<file path="src/rtl/shell_pkg.sv">
// shell_pkg: serializer state encoding and ASCII constants for the shell transmitter
package shell_pkg;
  typedef enum logic [2:0] {
    IDLE,
    START,
    DATA,
    STOP,
    LF_START,
    LF_DATA,
    LF_STOP
  } tx_state_t;
  localparam logic [7:0] CR = 8'h0D;
  localparam logic [7:0] LF = 8'h0A;
endpackage

</file>
<file path="src/rtl/shell_tx_fifo.sv">
// shell_tx_fifo: first-word-fall-through FIFO with occupancy count
module shell_tx_fifo #(
  parameter int DEPTH = 16,
  parameter int W = 8
) (
  input  logic                     clk,
  input  logic                     rst,
  input  logic                     push,
  input  logic                     pop,
  input  logic [W-1:0]             din,
  output logic [W-1:0]             dout,
  output logic                     full,
  output logic                     empty,
  output logic [$clog2(DEPTH):0]   count
);
  localparam int AW = $clog2(DEPTH);
  localparam int CNTW = AW + 1;
  logic [W-1:0] mem [DEPTH];
  logic [AW-1:0] wp, rp;
  assign dout = mem[rp];
  assign full = count == CNTW'(DEPTH);
  assign empty = count == '0;
  always_ff @(posedge clk) begin
    if (push) mem[wp] <= din;
  end
  always_ff @(posedge clk) begin
    if (rst) begin
      wp <= '0;
      rp <= '0;
      count <= '0;
    end else begin
      if (push) wp <= wp + 1'b1;
      if (pop) rp <= rp + 1'b1;
      count <= count + CNTW'(push) - CNTW'(pop);
    end
  end
endmodule

</file>
<file path="src/rtl/shell_tx.sv">
// shell_tx: FIFO-buffered 8N1 UART transmitter with optional CR->CRLF expansion
module shell_tx
  import shell_pkg::*;
#(
  parameter int CLKS_PER_BIT = 868,
  parameter int DEPTH = 16,
  parameter int CRLF_EXPAND = 1
) (
  input  logic                     CLK,
  input  logic                     RST,
  input  logic [7:0]               i_TX_Byte,
  input  logic                     i_TX_DV,
  output logic                     o_TX_Ready,
  output logic                     UART_TX,
  output logic                     o_TX_Active,
  output logic                     o_TX_Done,
  output logic [$clog2(DEPTH):0]   o_FIFO_Count
);
  localparam int CW = CLKS_PER_BIT > 1 ? $clog2(CLKS_PER_BIT) : 1;
  localparam logic [CW-1:0] CMAX = CW'(CLKS_PER_BIT - 1);
  tx_state_t state, state_n;
  logic [CW-1:0] cnt, cnt_n;
  logic [2:0] idx, idx_n;
  logic [7:0] sh, sh_n, head;
  logic full, empty, push, pop, bit_end;
  assign o_TX_Ready = !full && !RST;
  assign push = i_TX_DV && o_TX_Ready;
  assign bit_end = cnt == CMAX;
  shell_tx_fifo #(.DEPTH(DEPTH), .W(8)) u_fifo (
    .clk(CLK),
    .rst(RST),
    .push(push),
    .pop(pop),
    .din(i_TX_Byte),
    .dout(head),
    .full(full),
    .empty(empty),
    .count(o_FIFO_Count)
  );
  always_comb begin
    state_n = state;
    cnt_n = cnt + 1'b1;
    idx_n = idx;
    sh_n = sh;
    pop = 1'b0;
    case (state)
      IDLE: begin
        cnt_n = '0;
        if (!empty) begin
          pop = 1'b1;
          sh_n = head;
          state_n = START;
        end
      end
      START, LF_START: begin
        if (bit_end) begin
          cnt_n = '0;
          idx_n = '0;
          state_n = state == START ? DATA : LF_DATA;
        end
      end
      DATA, LF_DATA: begin
        if (bit_end) begin
          cnt_n = '0;
          idx_n = idx + 1'b1;
          if (idx == 3'd7) state_n = state == DATA ? STOP : LF_STOP;
        end
      end
      STOP, LF_STOP: begin
        if (bit_end) begin
          cnt_n = '0;
          // the inserted LF reuses the shift register; the FIFO head stays put
          if (CRLF_EXPAND != 0 && state == STOP && sh == CR) begin
            sh_n = LF;
            state_n = LF_START;
          end else if (!empty) begin
            pop = 1'b1;
            sh_n = head;
            state_n = START;
          end else begin
            state_n = IDLE;
          end
        end
      end
      default: state_n = IDLE;
    endcase
  end
  always_ff @(posedge CLK) begin
    if (RST) begin
      state <= IDLE;
      cnt <= '0;
      idx <= '0;
      sh <= '0;
      UART_TX <= 1'b1;
      o_TX_Active <= 1'b0;
      o_TX_Done <= 1'b0;
    end else begin
      state <= state_n;
      cnt <= cnt_n;
      idx <= idx_n;
      sh <= sh_n;
      UART_TX <= (state == START || state == LF_START) ? 1'b0 :
                 (state == DATA || state == LF_DATA) ? sh[idx] : 1'b1;
      o_TX_Active <= state != IDLE;
      o_TX_Done <= (state == STOP || state == LF_STOP) && bit_end;
    end
  end
endmodule

</file>
<file path="config.mk">
export PLATFORM = sky130hd
export DESIGN_NAME = shell_tx
export DESIGN_NICKNAME = d
export VERILOG_FILES = /design/src/rtl/shell_pkg.sv /design/src/rtl/shell_tx_fifo.sv /design/src/rtl/shell_tx.sv
export SDC_FILE = /design/constraint.sdc
export NUM_CORES = 1
export LEC_CHECK = 0
export BUFFER_PORTS_ARGS = -buffer_cell sky130_fd_sc_hd__buf_2
export CAP_MARGIN = 10
export CORE_MARGIN = 10
export CORE_UTILIZATION = 51
export CTS_CLUSTER_DIAMETER = 40
export DETAILED_ROUTE_END_ITERATION = 8
export GPL_ROUTABILITY_DRIVEN = 0
export PLACE_DENSITY = 0.75
export SYNTH_ARGS = -nofsm -noshare
export SYNTH_HDL_FRONTEND = slang
export SYNTH_HIERARCHICAL = 1
export SYNTH_SLANG_ARGS = --single-unit
</file>
<file path="constraint.sdc">
create_clock -name CLK -period 3.36 [get_ports CLK]
set_clock_uncertainty 0.1 [all_clocks]
set_input_delay 0.336 -clock CLK [delete_from_list [all_inputs] [get_ports CLK]]
set_output_delay 0.336 -clock CLK [all_outputs]
set_load 0.02 [all_outputs]
</file>
After elaboration in Yosys (flattened, before gate mapping)
Memories as Yosys holds them, arrays and structs flattened. A register that Yosys moved wholly into a read port is not among the register bits.
Cells that the tools add are included.
{"block": "totals", "regBits": 40, "mem_bits_rw": 128, "output_inout_bits": 9, "elab_cells": 85, "n_memories": 1}
{"block": "classes", "addsub": 6, "order_cmp": 1, "eq_ne": 15, "muxes": 31, "reduce_logical": 21}
{"memory": "u_fifo.mem", "depth": 16, "width": 8, "read_ports": 1, "rd_clocked_by_memory_dff": 1, "wr": 1, "line_no": "shell_tx_fifo.sv:18", "source": "logic [W-1:0] mem [DEPTH];"}
{"op": "$mux 3", "n": 10}
{"op": "$mux 8", "n": 3}
{"op": "$pmux 10 s2", "n": 1}
{"op": "$pmux 8 s2", "n": 1}
{"op": "$eq 3x3->1 const B", "n": 4}
{"op": "$pmux 3 s4", "n": 1}
{"op": "$add 10x1->10 const B", "n": 1}
{"op": "$eq 10x10->1 const B", "n": 1}
{"op": "$mux 10", "n": 1}
{"op": "$ne 2x2->1 const B", "n": 5}
{"op": "$mux 1", "n": 9}
{"op": "$add 4x1->4 const B", "n": 2}
{"op": "$eq 8x4->1 const B", "n": 1}
{"op": "$mux 4", "n": 2}
{"op": "$eq 3x2->1 const B", "n": 2}
{"op": "$pmux 3 s2", "n": 1}
{"op": "$reduce_or 2->1", "n": 3}
{"op": "$reduce_or 6->1", "n": 1}
{"op": "$add 5x1->5", "n": 1}
{"op": "$eq 5x5->1 const B", "n": 1}
{"op": "$logic_not 5->1", "n": 1}
{"op": "$reduce_and 5->1", "n": 1}
{"op": "$sub 5x1->5", "n": 1}
{"op": "$logic_and 1x1->1", "n": 4}
{"op": "other kinds (12)", "n": 16}

Longest topological paths before layout
{"block": "depth", "ltp_word": 7, "ltp_mapped": 15}

Cells and area by module
The synthesis kept the hierarchy.
{"module": "shell_tx_fifo", "n_inst": 1, "cells_per_inst": 297, "area_each_um2": 5779.3, "seq_area_each_um2": 4184.0}
{"module": "shell_tx", "n_inst": 1, "cells_per_inst": 164, "area_each_um2": 1485.2, "seq_area_each_um2": 540.5}

Least setup slack after synthesis
Ideal clock, no wire load.
{"block": "synth_timing", "path_kind": "register to register", "startpoint": "register cnt[0]", "endpoint": "register u_fifo.count[4]", "setup_time_ps": 117, "arrival_time_ps": 2907, "required_time_ps": 3143, "setup_slack_ps": 236, "stages_incl_launch_ff": 16, "path_buffers": 1, "period_less_slack_ps": 3124, "path_cell_list": "dfxtp_1 ha_1 and4b_4 and3_1 buf_4 nand3_2 a21oi_1 ha_1 inv_1 ha_1 inv_1 fa_1 nor2b_1 o21bai_1 a21oi_1 nor3b_1"}
{"block": "synth_between", "elab_chain_len": 4}
{"item": "from (decl)", "line_no": "shell_tx.sv:22", "source": "logic [CW-1:0] cnt, cnt_n;"}
{"item": "from (signal assigned)", "line_no": "shell_tx.sv:99", "source": "cnt <= cnt_n;"}
{"item": "$eq 10x10->1", "line_no": "shell_tx.sv:28", "source": "assign bit_end = cnt == CMAX;"}
{"item": "$mux 1", "line_no": "shell_tx.sv:70", "source": "if (bit_end) begin"}
{"item": "$pmux 1 s2", "line_no": "shell_tx.sv:46", "source": "case (state)"}
{"item": "via pop", "line_no": "shell_tx.sv:25", "source": "logic full, empty, push, pop, bit_end;"}
{"item": "$sub 5x1->5", "line_no": "shell_tx_fifo.sv:34", "source": "count <= count + CNTW'(push) - CNTW'(pop);"}
{"item": "to (signal assigned)", "line_no": "shell_tx_fifo.sv:34"}
{"item": "to (decl)", "line_no": "shell_tx_fifo.sv:14", "source": "output logic [$clog2(DEPTH):0] count"}
The timed path passes the listed nets, and every way through them passes these cells.
A chain may end at the register's enable or synchronous reset.

Worst setup path after layout
Ends and elaborated chain as after synthesis.

==> results by group <==
Pwr
  – Switching Share: 0.279
  – Cell-internal power: 4140 µW
  – Sequential Power Share: 0.439
  – Max IR drop VDD: 468 µV
  – Clk pwr share: 0.340
  – Switching pwr: 1600 µW
  – Leak Pwr: 0.00280 µW
  – Pwr dens: about 710 nW/µm²
  – Gate power share: 0.221

Drt
  – DRC: 0
  – Routed length per instance: 20.2 µm
  – DR top layer: met4
  – Antenna Nets Post-Route: 0
  – Met3 Wirelength: between 500 and 600 µm
  – Drt via density: 5.84
  – Met1 WL: between 5 and 6 mm
  – Met2 WL post-DR: 7.02 mm
  – 1st-iter DRT viols: about 280
  – DR pass1 iterations: 4
  – Vias: 3957
  – Final wirelength: 13.7 mm

Clocking
  – Worst skew pair latency: ~0.43 ns
  – Post_cts resized: 0
  – CTS H-tree depth: 4
  – Sink Count: 172
  – CTS max path bufs: 2
  – Clock slew at reported path FFs: 0.07 ns
  – Post-CTS Hold Buffers: 0
  – TritonCTS clock tree: done
  – Root Driver: clkbuf_16
  – Num CTS Buffers: 17
  – Post-CTS setup buffers: 0

Run status
  – Status: completed

Finish
  – FILL cells: approximately 1000
  – Area growth, synth to finish: 11.5%
  – Ant diodes: 0
  – Layout cell share with drive strength beyond 1: 0.173
  – Nets@finish: 510

Timing
  – Slew @ Worst Pin: roughly 0.88 ns
  – Setup TNS: 0 ns
  – Final WS setup: approximately 0.20 ns
  – Final Hold Fails: 0
  – FMAX: 317 MHz
  – Period minus WS final: 3.16 ns
  – RSZ-0062 raised after global routing: false
  – Final period util: 0.940
  – Max transition margin: 0.411
  – Final setup violation count: 0
  – Max-slew violations: 0

Placed design
  – Number of port buffers: 19
  – Pre-CTS setup slack: approximately 0.21 ns
  – Final HPWL DP: around 8.7 mm

Critical path
  – Worst EP arrival: roughly 3.4 ns
  – Worst Path Buf+Inv: 2
  – Startpoint Class: register
  – CP max FO: 5
  – R2r startpoint: cnt[0]$_SDFF_PP0_
  – Most common cell on crit path: ha_1
  – WS Path Type: reg2reg
  – Crit path largest cell delay: about 0.37 ns
  – CP top delay family: adder cells
  – CP Cell Sequence: ha_1 -> and4b_4 -> nand4_1 -> and2_1 -> a21oi_2 -> ha_1 -> inv_1 -> ha_1 -> inv_1 -> fa_1 -> nor2b_1 -> o21bai_1 -> a21oi_1 -> nor3b_1
  – Setup crit start: cnt[0]$_SDFF_PP0_
  – CP required: 3.56 ns
  – CP max-delay cell: dfxtp_1
  – Critical Path End Type: register

Die
  – I/O pins: 20
  – Die area: ~20000 µm²
  – Initial core utilization: 0.521
  – CORE AREA: 13900 µm²
  – Row Count: 43
  – Die width: between 100 and 150 µm
  – Die Ht: 139 µm

GRT
  – Aggregate global routing overflow: 0
  – First-pass GRT wire length: 21.8 mm
  – Largest net degree at the start of global routing: 33
  – Antenna violations before repair: 0
  – Gr usage total: 0.143
  – Vias in the first global route: 4022

Synthesis
  – Register area share after synthesis: 0.650
  – Avg Inst Size Synth: 15.8 µm²
  – Synth async-reset ratio: 0
  – Area share of the largest cell type after synthesis: 0.529
  – Top cells by area, synth: edfxtp_1, dfxtp_1, mux4_1
  – Ys flop type: edfxtp_1
  – Area leader, netlist: edfxtp_1
  – Net Count, Synth: 487
  – Mapped Cells: 461
  – Count leader, synth: edfxtp_1
  – Post-Syn Area: 7260 µm²
  – Yosys warns: 6
  – Synth cell count leaders: edfxtp_1, dfxtp_1, nor2_1, and2_1
  – Post-synth EDFFs: 128
  – #FFs+latches synth: 172
  – Yosys cell types: 53

Hold path
  – Startpoint of the worst hold path: i_TX_Byte[5]
  – Hold Path Class: in2reg

Run
  – Max cap viols: 0
power groups by stage:
stage / Combinational [µW] / Clock (µW) / Sequential (µW)
floorplan: 958 / 0 / 2540
global placement: 1220 / 0 / 2550
detailed placement: 1250 / 0 / 2560
CTS: 1270 / 1980 / 2520
global route: 1390 / 2080 / 2530
finish: 1270 / 1950 / 2520
kinds of logic after synthesis:
| logic type | Yosys count | share of synthesized area |
|---|---|---|
| AO/OA/AOI/OAI | 54 | 0.0551 |
| buffers and inverters | 37 | 0.0289 |
| adder cells (fa/ha/maj) | 16 | 0.0284 |
| multiplexers | 39 | 0.121 |
| XOR/XNOR | 17 | 0.0205 |
| AND/OR/NAND/NOR | 126 | 0.0958 |
| flip-flops | 172 | 0.650 |
through the flow:
| stage | hold slack [ns] | utilization | cells | power, µW | cell area (µm²) |
|---|---|---|---|---|---|
| final | 0.194 | 0.581 | 677 | 5740 | 8100 |
| after global routing | 0.182 | 0.581 | 677 | 6000 | 8100 |
| after CTS | 0.181 | 0.581 | 677 | 5760 | 8100 |
| after detailed placement | 0.356 | 0.539 | 645 | 3810 | 7510 |
| after global placement | 0.339 | 0.539 | 645 | 3770 | 7510 |
| after floorplan | 0.308 | - | 461 | 3500 | 7260 |
cell usage in the layout, fill, tap and decap left out, drive strengths merged, types with 5 or more instances in the layout:
| cell type | netlist | routed |
|---|---|---|
| edfxtp | 128 | 128 |
| dfxtp | 44 | 44 |
| mux4 | 34 | 34 |
| nor2 | 31 | 31 |
| buf | 14 | 28 |
| and2 | 21 | 21 |
| inv | 13 | 19 |
| a22oi | 18 | 18 |
| clkbuf | 7 | 18 |
| nand2 | 16 | 16 |
| ha | 14 | 14 |
| xor2 | 11 | 11 |
| nand4 | 9 | 9 |
| nand3 | 9 | 9 |
| a21oi | 9 | 9 |
| nor2b | 8 | 8 |
| nor3 | 8 | 8 |
| and3 | 7 | 7 |
| xnor2 | 6 | 6 |
| a22o | 5 | 5 |
| a211oi | 5 | 5 |
| clkinv | 0 | 5 |
path summary, 6_finish.rpt:
kind	slack [ns]	to	cells past startpoint
worst max-delay path	0.20	u_fifo/count[4]$_SDFF_PP0_	14
worst min-delay path	0.19	u_fifo/mem[14][5]$_DFFE_PP_	1
worst max register to register	0.20	u_fifo/count[4]$_SDFF_PP0_	14
worst min register to register	0.37	cnt[0]$_SDFF_PP0_	1
metal layers:
layer | GRT usage | up-vias
met4 | 0.0467 | 0
met1 | 0.168 | 2015
met3 | 0.0449 | 19
li1 | - | 1840
met2 | 0.242 | 83
met5 | 0 | -
layout make-up:
class	count	area (µm²)	share of cell area
clock inverters	14	158	0.0195
flip-flops and latches	172	4730	0.583
repair buffers	28	175	0.0216
clock buffers	18	429	0.0530
well taps	180	225	0.0278
inverters	13	48.8	0.00602
multi-input cells	252	2340	0.289
state kept, by name, indices dropped and copies added (netlist names), named ones only:
register      cells
UART_TX           1
cnt              10
idx               3
o_TX_Active       1
o_TX_Done         1
sh                8
state             3
u_fifo/count      5
u_fifo/mem      128
u_fifo/rp         4
u_fifo/wp         4
(Power assumes the default switching activity.)
